[src/rtl/muldiv_pkg.sv]
// muldiv_pkg: op codes, FSM states and HI/LO write-enable bit positions for the mult/div unit
package muldiv_pkg;
    typedef enum logic [1:0] {
        MD_MULT  = 2'b00,
        MD_MULTU = 2'b01,
        MD_DIV   = 2'b10,
        MD_DIVU  = 2'b11
    } md_op_e;
    typedef enum logic [1:0] {
        IDLE = 2'b00,
        CALC = 2'b01,
        FIX  = 2'b10
    } md_state_e;
    localparam int HI_BIT = 1;
    localparam int LO_BIT = 0;
endpackage

[src/rtl/muldiv_iter.sv]
// muldiv_iter: one combinational step; acc={hi,lo}, shift-add for multiply, restoring shift-subtract for divide
module muldiv_iter #(
    parameter int WIDTH = 32
) (
    input  logic               is_div,
    input  logic [2*WIDTH-1:0] acc,
    input  logic [WIDTH-1:0]   opnd,
    output logic [2*WIDTH-1:0] acc_next
);
    logic [WIDTH:0] sum;
    logic [WIDTH:0] trial;
    always_comb begin
        sum      = {1'b0, acc[2*WIDTH-1:WIDTH]} + (acc[0] ? {1'b0, opnd} : '0);
        trial    = acc[2*WIDTH-1:WIDTH-1] - {1'b0, opnd};
        acc_next = is_div ? (trial[WIDTH] ? {acc[2*WIDTH-2:0], 1'b0}
                                          : {trial[WIDTH-1:0], acc[WIDTH-2:0], 1'b1})
                          : {sum, acc[WIDTH-1:1]};
    end
endmodule

[src/rtl/muldiv_unit.sv]
// muldiv_unit: iterative MULT/MULTU/DIV/DIVU owning HI/LO; in clock, reset(low), start, op, a, b, hilo_wr, wr_data, hilo_access; out hi, lo, busy, done, stall
module muldiv_unit
    import muldiv_pkg::*;
#(
    parameter int WIDTH = 32,
    parameter int ITER  = WIDTH
) (
    input  logic             clock,
    input  logic             reset,
    input  logic             start,
    input  logic [1:0]       op,
    input  logic [WIDTH-1:0] a,
    input  logic [WIDTH-1:0] b,
    input  logic [1:0]       hilo_wr,
    input  logic [WIDTH-1:0] wr_data,
    input  logic             hilo_access,
    output logic [WIDTH-1:0] hi,
    output logic [WIDTH-1:0] lo,
    output logic             busy,
    output logic             done,
    output logic             stall
);
    localparam int CW = (ITER > 1) ? $clog2(ITER) : 1;
    md_state_e          state_q, state_d;
    logic [CW-1:0]      cnt_q, cnt_d;
    logic [2*WIDTH-1:0] acc_q, acc_d, acc_step, prod;
    logic [WIDTH-1:0]   opnd_q, opnd_d, hi_q, hi_d, lo_q, lo_d, mag_a, mag_b, quo, rem;
    logic               is_div_q, is_div_d, qneg_q, qneg_d, rneg_q, rneg_d, bz_q, bz_d, done_q, done_d;
    logic               sa, sb, op_div;
    muldiv_iter #(.WIDTH(WIDTH)) u_iter (
        .is_div   (is_div_q),
        .acc      (acc_q),
        .opnd     (opnd_q),
        .acc_next (acc_step)
    );
    assign op_div = (op == MD_DIV) || (op == MD_DIVU);
    assign sa     = ((op == MD_MULT) || (op == MD_DIV)) && a[WIDTH-1];
    assign sb     = ((op == MD_MULT) || (op == MD_DIV)) && b[WIDTH-1];
    assign mag_a  = sa ? -a : a;
    assign mag_b  = sb ? -b : b;
    assign prod   = qneg_q ? -acc_q : acc_q;
    // A zero divisor leaves all-ones in the quotient magnitude, but the sign fix would corrupt it.
    assign quo    = bz_q ? '1 : (qneg_q ? -acc_q[WIDTH-1:0] : acc_q[WIDTH-1:0]);
    assign rem    = rneg_q ? -acc_q[2*WIDTH-1:WIDTH] : acc_q[2*WIDTH-1:WIDTH];
    always_comb begin
        state_d  = state_q;
        cnt_d    = cnt_q;
        acc_d    = acc_q;
        opnd_d   = opnd_q;
        is_div_d = is_div_q;
        qneg_d   = qneg_q;
        rneg_d   = rneg_q;
        bz_d     = bz_q;
        hi_d     = hi_q;
        lo_d     = lo_q;
        done_d   = (state_q == FIX);
        case (state_q)
            IDLE: begin
                if (start) begin
                    state_d  = CALC;
                    cnt_d    = '0;
                    is_div_d = op_div;
                    qneg_d   = sa ^ sb;
                    rneg_d   = sa;
                    bz_d     = (b == '0);
                    // Multiplier (b) or dividend (a) enters the low half; the other operand is held aside.
                    acc_d    = {{WIDTH{1'b0}}, op_div ? mag_a : mag_b};
                    opnd_d   = op_div ? mag_b : mag_a;
                end else begin
                    hi_d = hilo_wr[HI_BIT] ? wr_data : hi_q;
                    lo_d = hilo_wr[LO_BIT] ? wr_data : lo_q;
                end
            end
            CALC: begin
                acc_d   = acc_step;
                cnt_d   = cnt_q + 1'b1;
                state_d = (cnt_q == CW'(ITER - 1)) ? FIX : CALC;
            end
            FIX: begin
                hi_d    = is_div_q ? rem : prod[2*WIDTH-1:WIDTH];
                lo_d    = is_div_q ? quo : prod[WIDTH-1:0];
                state_d = IDLE;
            end
            default: state_d = IDLE;
        endcase
    end
    always_ff @(posedge clock) begin
        if (!reset) begin
            state_q  <= IDLE;
            cnt_q    <= '0;
            acc_q    <= '0;
            opnd_q   <= '0;
            is_div_q <= 1'b0;
            qneg_q   <= 1'b0;
            rneg_q   <= 1'b0;
            bz_q     <= 1'b0;
            hi_q     <= '0;
            lo_q     <= '0;
            done_q   <= 1'b0;
        end else begin
            state_q  <= state_d;
            cnt_q    <= cnt_d;
            acc_q    <= acc_d;
            opnd_q   <= opnd_d;
            is_div_q <= is_div_d;
            qneg_q   <= qneg_d;
            rneg_q   <= rneg_d;
            bz_q     <= bz_d;
            hi_q     <= hi_d;
            lo_q     <= lo_d;
            done_q   <= done_d;
        end
    end
    assign hi    = hi_q;
    assign lo    = lo_q;
    assign busy  = (state_q != IDLE);
    assign done  = done_q;
    assign stall = busy & (start | hilo_access);
endmodule
[config.mk]
export PLATFORM = sky130hd
export DESIGN_NAME = muldiv_unit
export DESIGN_NICKNAME = d
export VERILOG_FILES = /design/src/rtl/muldiv_pkg.sv /design/src/rtl/muldiv_iter.sv /design/src/rtl/muldiv_unit.sv
export SDC_FILE = /design/constraint.sdc
export NUM_CORES = 1
export LEC_CHECK = 0
export CORE_MARGIN = 3
export CORE_UTILIZATION = 25
export CTS_BUF_LIST = sky130_fd_sc_hd__clkbuf_8
export CTS_CLUSTER_SIZE = 28
export DETAILED_ROUTE_END_ITERATION = 8
export HOLD_SLACK_MARGIN = 0.12
export PLACE_DENSITY = 0.38
export SYNTH_ARGS = -nofsm -noshare
export SYNTH_HDL_FRONTEND = slang
export SYNTH_SLANG_ARGS = --single-unit
[constraint.sdc]
create_clock -name clock -period 4.2 [get_ports clock]
set_clock_uncertainty 0.15 [all_clocks]
set_input_delay 0.63 -clock clock [delete_from_list [all_inputs] [get_ports clock]]
set_output_delay 0.63 -clock clock [all_outputs]
set_load 0.02 [all_outputs]
==> results of run 1 <==
==> logic make-up (layout without fill, tap and decap cells) <==
kind of cell | count (synthesis) | after routing | synth area share
mux | 89 | 89 | 0.0640
simple gates | 532 | 532 | 0.178
fa+ha+maj | 72 | 72 | 0.0645
xor+xnor | 171 | 171 | 0.106
compound gates | 644 | 644 | 0.291
other cells | 0 | 1 | 0
buf+inv | 192 | 344 | 0.0542
flops | 172 | 172 | 0.243
==> cell usage in the layout, fill, tap and decap left out, types with 6 or more instances in the layout <==
cell type and instances:
a21oi_1 213, nand2_1 172, dfxtp_1 171, clkdlybuf4s50_1 169, nor2_1 164, o21ai_0 116
xnor2_1 99, a211oi_1 84, buf_4 79, mux2i_1 75, xor2_1 71, ha_1 70
inv_1 60, a21o_1 39, o221ai_1 36, nand3_1 30, nand2b_1 30, nor3_1 29
o211ai_1 29, o31ai_1 22, o21a_1 17, clkbuf_8 17, or4_1 14, mux2_2 14
or3_1 14, a221oi_1 14, nor2b_1 12, a31oi_1 11, and3_1 9, nor4_1 9
o41ai_1 8, nand3b_1 7, a22oi_1 7, and2_1 6, o22ai_1 6, clkinv_8 6
==> power groups by stage <==
stage                     registers (mW)  clock network, mW  logic [mW]
after floorplan                     1.87                  0        1.10
after global placement              1.89                  0        1.77
after detailed placement            1.89                  0        1.77
after CTS                           1.85               1.37        1.77
after global routing                1.87               1.42        1.93
final                               1.85               1.31        1.78
==> critical path: cells and delay by family (launching register included) <==
| kind | cells | cell delay, ns |
|---|---|---|
| buffers and inverters | 3 | 0.47 |
| XOR/XNOR | 1 | 0.19 |
| AND/OR/NAND/NOR | 1 | 0.19 |
| AO/OA/AOI/OAI | 7 | 1.36 |
| multiplexers | 1 | 0.35 |
| flip-flops | 1 | 0.36 |
| adder cells (fa/ha/maj) | 2 | 0.63 |
==> routing by layer <==
layer / GRT usage / vias to the layer above / part of all wire / routed length, um
met5: 0 / - / 0 / 0
met4: 0.0535 / 0 / 0.018 / 1110
met3: 0.0287 / 38 / 0.042 / 2560
met2: 0.309 / 329 / 0.44 / 27100
met1: 0.288 / 6978 / 0.50 / 30700
li1: - / 7092 / - / -
==> worst paths after layout <==
path | from | end | slack (ns)
setup / recovery | acc_q[31]$_SDFFE_PN0P_ | acc_q[48]$_SDFFE_PN0P_ | 0.37
setup reg to reg | acc_q[31]$_SDFFE_PN0P_ | acc_q[48]$_SDFFE_PN0P_ | 0.37
hold / removal | cnt_q[3]$_SDFFE_PN0P_ | cnt_q[3]$_SDFFE_PN0P_ | 0.31
hold reg to reg | cnt_q[3]$_SDFFE_PN0P_ | cnt_q[3]$_SDFFE_PN0P_ | 0.31
==> state kept, by name, summed over array words and instances (netlist names) <==
signal and flops:
acc_q 64, bz_q 1, cnt_q 5, done 1, hi 32, is_div_q 1, lo 32, opnd_q 32
qneg_q 1, rneg_q 1, state_q 2
==> repair_timing <==
item | in CTS | in global routing
endpoints found under the setup margin | 0 | 1
resized for setup | 0 | 2
setup buffers | 0 | 0
==> final cells by class <==
| class | instances | share of cell area |
|---|---|---|
| diodes | 1 | 0.000144 |
| clock buffers | 17 | 0.0134 |
| clock inverters | 15 | 0.0108 |
| inverters | 61 | 0.0133 |
| multi-input cells | 1508 | 0.577 |
| flip-flops and latches | 172 | 0.198 |
| well taps | 748 | 0.0537 |
| repair buffers | 251 | 0.134 |
==> metrics by stage <==
stage	utilization	hold WS (ns)	power (mW)	instance area [um2]	setup WS (ns)
2_1_floorplan	-	0.264	2.97	14200	0.724
3_3_place_gp	0.305	0.289	3.66	17000	0.205
3_5_place_dp	0.305	0.294	3.65	17000	0.209
4_1_cts	0.313	0.311	4.99	17400	0.245
5_1_grt	0.313	0.330	5.22	17400	0.0728
6_report	0.313	0.307	4.93	17400	0.370
==> out/results.tsv, run 1 <==
stage	metric	value	unit
clock_tree	clkTransAtPathRegs	0.12	ns
power	power.internal	2.92	mW
worst_setup_path	rr_worst_depth	15	
clock_tree	clockRootBuffer	clkbuf_8	
synth	syn_nets	2048	
grt	grt_pass1_wl	89600	um
synth	synthTopCellsByCount	214 x a21oi_1, 173 x nand2_1, 172 x dfxtp_1	
clock_tree	clock_latency	0.58	ns
synth	synth_edf_count	0	
clock_tree	cts_tree	done	
routing	routed_wl	61400	um
synth	syn_area	14200	um2
power	ir_drop	256	uV
floorplan	die_y	244	um
routing	first_pass_iters	6	
power	p_sw	2.02	mW
finish	drive_above_1_share	0.0805	
timing	worstMarginPinSlew	1.03	ns
timing	rsz0062_at_grt	no	
synth	ys.flop_type	dfxtp_1	
grt	grt_pass1_vias	13700	
timing	relSlewSlack	0.314	
routing	avgRoutedWirePerCell	22.2	um
power	pwr-share-comb	0.360	
worst_setup_path	crit_arrival	4.12	ns
clock_tree	hold_buffers	0	
min_path	hp-class	reg -> reg	
routing	num_vias	14400	
finish	multi_input_area	10000	um2
run_status	run_status	finished, final reports clean	
timing	finalSetupTns	0	ns
synth	synth_cells	1872	
worst_setup_path	crit_type	reg -> reg	
finish	fin_cells	2773	
routing	initialDrtViolationCount	984	
worst_setup_path	path_max_fanout	22	
power	power_density	283	nW/um2
synth	yosysWarningCount	0	
clock_tree	cts_inserted_buffers	17	
worst_setup_path	crit_slowest_cell	fa_1	
finish	fill_cells	5968	
grt	grt.overflow.total	0	
run	cap_violations	0	
synth	synthTopCellsByArea	dfxtp_1 24%, a21oi_1 7.5%, ha_1 6.2%, xnor2_1 6.1%, mux2i_1 5.3%	
routing	routed_via_density	5.21	
worst_setup_path	crit_path_end_kind	flop	
timing	fmax	261	MHz
placed_design	dp.cells	2740	
routing	drtAntennaViolNets	0	
worst_setup_path	cp_slowest_stage_delay	0.40	ns
synth	synth_cell_type_count	77	
floorplan	core_area	55600	um2
worst_setup_path	crit_chain	inv_1 -> ha_1 -> fa_1 -> nand2b_1 -> a21oi_1 -> a41oi_1 -> o21ai_1 -> a31oi_1 -> o31ai_1 -> buf_4 -> xor2_4 -> buf_12 -> mux2_2 -> a22oi_1 -> o21ai_0	
floorplan	rows	86	
synth	async_flop_share	0	
synth	ys_seq_elements	172	
power	power_frac_seq	0.375	
routing	drc	0	
worst_setup_path	worst_setup_path_start_kind	flop	
synth	synth_most_common_cell	a21oi_1	
floorplan	die_area	59700	um2
synth	syn_area_per_cell	7.58	um2
timing	drv_slew	0	
floorplan	die_w	244	um
clock_tree	htreeDepth	4	
power	clkPwrFrac	0.265	
finish	area_growth	22.7	%
timing	layout_min_cycle_time	3.83	ns
grt	groute.usage.overall	0.200	
min_path	hold_depth	1	
finish	finalNetCount	2187	
finish	ff_latch_area	3450	um2
placed_design	io_buffers	170	
synth	yosysTopAreaCell	dfxtp_1	
timing	finalCritPeriodShare	0.912	
grt	grt_max_degree	95	
power	cellLeakagePower	6.66	nW
floorplan	initial_utilization	0.255	
timing	setup_viol	0	
synth	ys_seq_area_frac	0.243	
placed_design	place.gp.congestion	0.884	
clock_tree	cts_buffer_depth	2	
timing	final_hold_viol_count	0	
placed_design	hpwl	48600	um
clock_tree	clock-sinks	172	
grt	antenna_found_initial	2	
synth	synth_top_cell_area_share	0.243	
power	switching_share	0.409	
worst_setup_path	critPathRequiredTime	4.49	ns
floorplan	io_pins	171	
Note: power is estimated with default switching activity, not from simulation.
==> run 2: changes to the inputs <==
ABC_CLOCK_PERIOD_IN_PS = 3400   (was unset)
PLACE_DENSITY = 0.4   (was 0.38)
clock period = 3.4 ns   (was 4.2 ns; I/O delays follow)
==> run 2 against run 1 <==
  * Power up 32%
  * Die area unchanged
  * First-iteration DRC count is 4.6% lower
  * Flip-flop and latch count stayed put
  * Register-to-register slack lost 0.35 ns
  * Cell area grew 13%
  * Largest power group is now combinational cells
  * Count of clock-buffer cells in the layout unchanged
  * Non-clock buffer count up 215
==> out/results.tsv, run 2 (same netlist as run 1, synthesis figures left out) <==
stage	metric	value	unit	change
timing	whs	0.300	ns	-0.00625 ns
floorplan	core_area	55600	um2	unchanged
worst_setup_path	crit_path_end_kind	flop		
worst_setup_path	crit_type	reg -> reg		
clock_tree	hold_buffers	0		unchanged
routing	drc	0		unchanged
floorplan	io_pins	171		unchanged
finish	largest_reg_flops	64		unchanged
routing	avgRoutedWirePerCell	21.1	um	-4.7%
finish	top_register	acc_q		
clock_tree	htreeDepth	4		unchanged
timing	setup_viol	0		unchanged
clock_tree	cts_buffer_depth	2		unchanged
worst_setup_path	crit_chain	buf_6 -> clkinvlp_4 -> nor2_1 -> ha_1 -> a211o_1 -> a21oi_2 -> a21oi_2 -> o211ai_1 -> buf_4 -> a21oi_2 -> a311o_1 -> a221oi_2 -> xnor2_2 -> a21o_1		
finish	design_area	19600	um2	+13%
worst_setup_path	critPathRequiredTime	3.70	ns	-0.79 ns
routing	met1_length	32000	um	+4.3%
finish	mostFrequentLayoutCells	273 x buf_4, 200 x a21oi_1, 171 x nand2_1		
finish	finalNetCount	2402		+9.8%
placed_design	hpwl	50400	um	+3.7%
grt	grt_pass1_wl	94400	um	+5.3%
worst_setup_path	crit_slowest_cell	a221oi_2		
routing	routed_via_density	5.10		-2.1%
timing	layout_min_cycle_time	3.38	ns	-0.451 ns
routing	wl_met3	2710	um	+5.7%
routing	initialDrtViolationCount	939		-4.6%
timing	relSlewSlack	0.479		+0.165
timing	fmax	296	MHz	+13%
placed_design	io_buffers	170		unchanged
timing	drv_slew	0		unchanged
routing	wl_met2	27500	um	+1.5%
worst_setup_path	critPathTopFamily	compound AO/OA/AOI/OAI gates		
finish	final_core_util	0.353		+0.0395
floorplan	rows	86		unchanged
clock_tree	cts_inserted_buffers	17		unchanged
floorplan	initial_utilization	0.255		unchanged
placed_design	pre_cts_ws	-0.475	ns	-0.684 ns
routing	top_layer	met4		
worst_setup_path	worst_setup_path_start_kind	flop		
power	power.internal	3.98	mW	+37%
run	cap_violations	0		unchanged
timing	worstMarginPinSlew	0.779	ns	-0.248 ns
clock_tree	cts_tree	done		
floorplan	die_area	59700	um2	unchanged
routing	num_vias	15200		+5.5%
clock_tree	clock_latency	0.56	ns	-0.02 ns
routing	routed_wl	63100	um	+2.7%
routing	drtAntennaViolNets	0		unchanged
power	pwr-share-comb	0.412		+0.052
grt	grt.overflow.total	0		unchanged
routing	first_pass_iters	5		-1
timing	finalCritPeriodShare	0.994		+0.0819
worst_setup_path	crit_arrival	3.68	ns	-0.44 ns
timing	rsz0062_at_grt	yes		
worst_setup_path	path_max_fanout	7		-68%
clock_tree	clkTransAtPathRegs	0.11	ns	about the same
power	power_density	332	nW/um2	+17%
clock_tree	clock-sinks	172		unchanged
placed_design	place.gp.congestion	0.882		-0.27%
timing	setup_ws	0.0212	ns	-0.349 ns
timing	final_hold_viol_count	0		unchanged
power	power_frac_seq	0.345		-0.030
power	switching_share	0.390		-0.0194
power	p_sw	2.54	mW	+26%
grt	grt_max_degree	107		+13%
power	finalPower	6.52	mW	+32%
finish	area_growth	38.2	%	
clock_tree	clockRootBuffer	clkbuf_8		
floorplan	die_y	244	um	unchanged
grt	grt_pass1_vias	14900		+8.6%
finish	final_common_cell	buf_4		
grt	antenna_found_initial	1		-1
power	clkPwrFrac	0.244		-0.021
worst_setup_path	crit_top_cell	a21oi_2		
min_path	hp-class	reg -> reg		
grt	groute.usage.overall	0.208		+0.00785
finish	drive_above_1_share	0.204		+0.124
run_status	run_status	finished, final reports clean		
power	cellLeakagePower	7.85	nW	+18%
floorplan	die_w	244	um	unchanged
placed_design	placed_cell_area	18400	um2	+8.6%
worst_setup_path	path_buf_inv	3		unchanged
worst_setup_path	cp_slowest_stage_delay	0.36	ns	-0.04 ns
power	ir_drop	299	uV	+17%
==> run 2: final timing paths <==
| path | slack [ns] | from | depth (start not counted) | endpoint |
|---|---|---|---|---|
| worst max-delay path | 0.02 | acc_q[0]$_SDFFE_PN0P_ | 14 | acc_q[62]$_SDFFE_PN0P_ |
| worst max register to register | 0.02 | acc_q[0]$_SDFFE_PN0P_ | 14 | acc_q[62]$_SDFFE_PN0P_ |
| worst min register to register | 0.30 | cnt_q[3]$_SDFFE_PN0P_ | 1 | cnt_q[3]$_SDFFE_PN0P_ |
| worst min-delay path | 0.30 | cnt_q[3]$_SDFFE_PN0P_ | 1 | cnt_q[3]$_SDFFE_PN0P_ |
==> run 2: what timing repair did <==
item | 4_1_cts | 5_1_grt
setup buffers | 11 | 16
endpoints found under the setup margin | 33 | 40
gates resized for setup | 41 | 83
gates cloned | 0 | 1
pin swaps | 18 | 57
==> run 2: power by group through the flow <==
stage	Sequential (mW)	Combinational [mW]	Clock, mW
6_report	2.25	2.68	1.59
5_1_grt	2.26	2.90	1.73
4_1_cts	2.25	2.57	1.65
3_5_place_dp	2.29	2.46	0
3_3_place_gp	2.29	2.46	0
2_1_floorplan	2.31	1.36	0
==> run 2: final cells by class <==
type | instances | area (um2)
fillers | 5913 | 36000
multi-input cells | 1508 | 10500
repair buffers | 466 | 4090
flip-flops and latches | 172 | 3460
well taps | 748 | 936
inverters | 61 | 235
clock buffers | 17 | 234
clock inverters | 15 | 174
diodes | 2 | 5.00
==> run 2: per-stage QoR <==
step / std cells / TNS (ns)
floorplan: 1872 / 0
global placement: 2928 / -11.97
detailed placement: 2928 / -16.21
CTS: 2971 / -0.0113
global route: 2988 / -2.64
finish: 2989 / 0
==> run 2: per-layer routing <==
layer,track usage,vias to the layer above
met4,0.0482,0
met1,0.308,7296
met5,0,-
met3,0.0285,39
li1,-,7535
met2,0.315,365
==> run 3: changes to the inputs <==
PLACE_DENSITY = 0.39   (was 0.4)
SYNTH_HIERARCHICAL = 1   (was unset)
==> run 3 against run 2 <==
  * The flow now finishes with violations (setup timing)
  * Flip-flop and latch count unchanged
  * Worst hold slack got worse by 0.080 ns
  * Wire length increased by 20%
  * Cell area increased by 5.5%
  * Clock power decreased by 4%
  * Final cell count increased by 8.3%
  * Sequential power increased by 2%
  * Combinational power increased by 5%
  * Largest cell class unchanged
  * Largest power group unchanged
==> out/results.tsv, run 3 <==
stage	metric	value	unit	change
synth	ys.flop_type	dfxtp_1		
timing	setup_ws	-0.000595	ns	-0.0218 ns
worst_setup_path	endpoint	acc_q[61]$_SDFFE_PN0P_		
worst_setup_path	path_buf_inv	1		-2
finish	finalNetCount	2564		+6.7%
placed_design	io_buffers	170		unchanged
worst_setup_path	rr_worst_depth	15		+1
clock_tree	htreeDepth	4		unchanged
finish	design_area	20700	um2	+5.5%
power	switching_share	0.413		+0.0239
clock_tree	cts_buffer_depth	2		unchanged
finish	final_common_cell	buf_4		
power	finalPower	6.64	mW	+1.8%
finish	largest_reg_flops	64		unchanged
finish	multi_input_area	11800	um2	+12%
worst_setup_path	crit_path_end_kind	flop		
worst_setup_path	crit_slowest_cell	a2111oi_4		
worst_setup_path	critPathLaunch	acc_q[0]$_SDFFE_PN0P_		
power	cellLeakagePower	8.21	nW	+4.6%
timing	finalSetupTns	-0.000595	ns	-0.000595 ns
power	ir_drop	173	uV	-42%
timing	fmax	294	MHz	-0.64%
synth	syn_area	15800	um2	+11%
clock_tree	hold_buffers	0		unchanged
synth	synth_top_cell_area_share	0.218		-0.0248
synth	synthTopCellsByArea	dfxtp_1 22%, nand2_1 5.7%, ha_1 5.5%, xnor2_1 4.4%, xor2_1 4.1%		
synth	synth_most_common_cell	nand2_1		
timing	whs	0.220	ns	-0.0800 ns
timing	finalCritPeriodShare	1.00		+0.00640
power	power_frac_seq	0.345		about the same
placed_design	pre_cts_ws	-0.144	ns	+0.330 ns
clock_tree	clkTransAtPathRegs	0.11	ns	about the same
placed_design	dp.cells	3192		+9.0%
clock_tree	clockRootBuffer	clkbuf_8		
synth	yosysTopAreaCell	dfxtp_1		
finish	fin_cells	3238		+8.3%
run_status	failed_checks	setup timing		
power	pwr-share-comb	0.424		+0.012
floorplan	io_pins	171		unchanged
clock_tree	clock_latency	0.58	ns	+0.02 ns
worst_setup_path	crit_arrival	3.77	ns	+0.09 ns
timing	drv_slew	0		unchanged
run	cap_violations	0		unchanged
routing	drtAntennaViolNets	0		unchanged
finish	drive_above_1_share	0.186		-0.0184
timing	final_hold_viol_count	0		unchanged
grt	grt_pass1_vias	16400		+11%
placed_design	placed_cell_area	20000	um2	+8.2%
routing	drc	0		unchanged
clock_tree	cts_inserted_buffers	17		unchanged
floorplan	rows	91		+5.8%
clock_tree	cts_tree	done		
finish	final_core_util	0.333		-0.0197
timing	relSlewSlack	0.397		-0.0816
power	power.internal	3.89	mW	-2.2%
grt	groute.usage.overall	0.219		+0.0116
floorplan	core_area	62200	um2	+12%
finish	top_register	acc_q		
routing	routed_wl	75600	um	+20%
min_path	hold_depth	2		+1
grt	grt_pass1_wl	110000	um	+17%
worst_setup_path	rrSetupSlack	-0.0006	ns	-0.02 ns
worst_setup_path	crit_chain	and2_4 -> ha_4 -> fa_2 -> a211oi_2 -> o21a_1 -> o21bai_2 -> a2111oi_4 -> nor3_2 -> o41ai_2 -> buf_4 -> xnor2_2 -> o21ai_1 -> a21oi_1 -> nand2_1 -> a21boi_1		
synth	synth_cells	2077		+11%
finish	area_growth	30.9	%	
worst_setup_path	cp.depth	15		+1
finish	fill_cells	6686		+13%
worst_setup_path	crit_type	reg -> reg		
worst_setup_path	critPathTopFamily	compound AO/OA/AOI/OAI gates		
timing	rsz0062_at_grt	yes		
worst_setup_path	worst_r2r_endpoint	acc_q[61]$_SDFFE_PN0P_		
routing	num_vias	17400		+14%
routing	routed_via_density	5.36		+5.2%
timing	setup_viol	1		+1
power	p_sw	2.74	mW	+8.0%
synth	async_flop_share	0		unchanged
floorplan	die_y	257	um	+5.4%
worst_setup_path	path_max_fanout	3		-4
floorplan	initial_utilization	0.254		-0.000817
grt	antenna_found_initial	1		unchanged
worst_setup_path	cp_slowest_stage_delay	0.45	ns	+0.09 ns
grt	grt_max_degree	74		-31%
synth	synthTopCellsByCount	241 x nand2_1, 172 x dfxtp_1, 133 x nor2_1		
timing	worstMarginPinSlew	0.901	ns	+0.122 ns
synth	synth_edf_count	0		unchanged
finish	antenna_cells	0		-2
clock_tree	clock-sinks	172		unchanged
finish	ff_latch_area	3460	um2	+0.11%
worst_setup_path	r2r-start	acc_q[0]$_SDFFE_PN0P_		
floorplan	die_area	66300	um2	+11%
routing	initialDrtViolationCount	1573		+68%
min_path	hp-class	in -> reg		
synth	syn_area_per_cell	7.61	um2	+0.40%
power	clkPwrFrac	0.231		-0.013
synth	ys_seq_elements	172		unchanged
worst_setup_path	critPathRequiredTime	3.77	ns	+0.07 ns
run_status	run_status	finished with violations		
synth	yosysWarningCount	6		+6
floorplan	die_w	257	um	+5.4%
placed_design	place.gp.congestion	0.916		+3.9%
routing	first_pass_iters	5		unchanged
placed_design	hpwl	60000	um	+19%
finish	mostFrequentLayoutCells	246 x buf_4, 240 x nand2_1, 169 x clkdlybuf4s50_1		
worst_setup_path	worst_setup_path_start_kind	flop		
routing	avgRoutedWirePerCell	23.4	um	+11%
grt	grt.overflow.total	0		unchanged
timing	layout_min_cycle_time	3.40	ns	+0.0218 ns
synth	synth_cell_type_count	95		+23%
synth	syn_nets	2253		+10%
power	power_density	321	nW/um2	-3.5%
synth	ys_seq_area_frac	0.218		-0.0248
run 3: changes by cell type after synthesis, moves of 39 or more:
cell / previous run / this run
a21oi_1: 214 / 129
a21boi_0: 1 / 77
nand2_1: 173 / 241
a211oi_1: 84 / 19
nand3_1: 30 / 77
mux2i_1: 75 / 31
and2_1: 6 / 45
run 3: area by class of cell:
cell class              instances  area share
multi-input cells            1703       0.568
clock inverters                13     0.00508
well taps                     837      0.0506
clock buffers                  19      0.0126
flip-flops and latches        172       0.167
inverters                      63      0.0114
repair buffers                431       0.185
run 3: timing repair:
item,4_1_cts,5_1_grt
buffers inserted,5,8
resized for setup,8,69
gates cloned,1,1
pin swaps,4,18
setup endpoints to repair,27,33
run 3: worst min-delay path by stage:
stage	from	to	slack (ns)
6_report	reset	acc_q[62]$_SDFFE_PN0P_	0.22
5_1_grt	reset	acc_q[62]$_SDFFE_PN0P_	0.17
4_1_cts	reset	acc_q[62]$_SDFFE_PN0P_	0.15
3_5_place_dp	lo[23]$_SDFFE_PN0P_	lo[23]$_SDFFE_PN0P_	0.30
3_3_place_gp	lo[23]$_SDFFE_PN0P_	lo[23]$_SDFFE_PN0P_	0.30
2_1_floorplan	opnd_q[24]$_SDFFE_PN0P_	opnd_q[24]$_SDFFE_PN0P_	0.28
run 3: logic make-up after synthesis:
logic type      count (synthesis)  synth area share
mux                            79            0.0538
simple gates                  713             0.225
xor+xnor                      153            0.0848
buf+inv                       202            0.0524
compound gates                686             0.308
flops                         172             0.218
fa+ha+maj                      72            0.0579
run 3: worst register-to-register path, cell delays in order (launching register included):
cell and delay, ns:
dfxtp_4 0.37, and2_4 0.14, ha_4 0.16, fa_2 0.37, a211oi_2 0.22, o21a_1 0.17, o21bai_2 0.09, a2111oi_4 0.45
nor3_2 0.11, o41ai_2 0.41, buf_4 0.18, xnor2_2 0.10, o21ai_1 0.08, a21oi_1 0.14, nand2_1 0.06, a21boi_1 0.14
run 3: metal layers:
metal  track usage  wire length [um]  up-vias
met4        0.0593              1640        0
met5             0                 0        -
met2         0.334             33200      547
met1         0.320             36700     8417
met3        0.0328              4060       68
li1              -                 -     8330
run 3: power groups by stage:
stage          clock [mW]  combinational (mW)  sequential, mW
2_1_floorplan           0                1.47            2.32
3_3_place_gp            0                2.66            2.34
3_5_place_dp            0                2.66            2.34
4_1_cts              1.59                2.71            2.29
5_1_grt              1.65                3.02            2.30
6_report             1.53                2.82            2.29
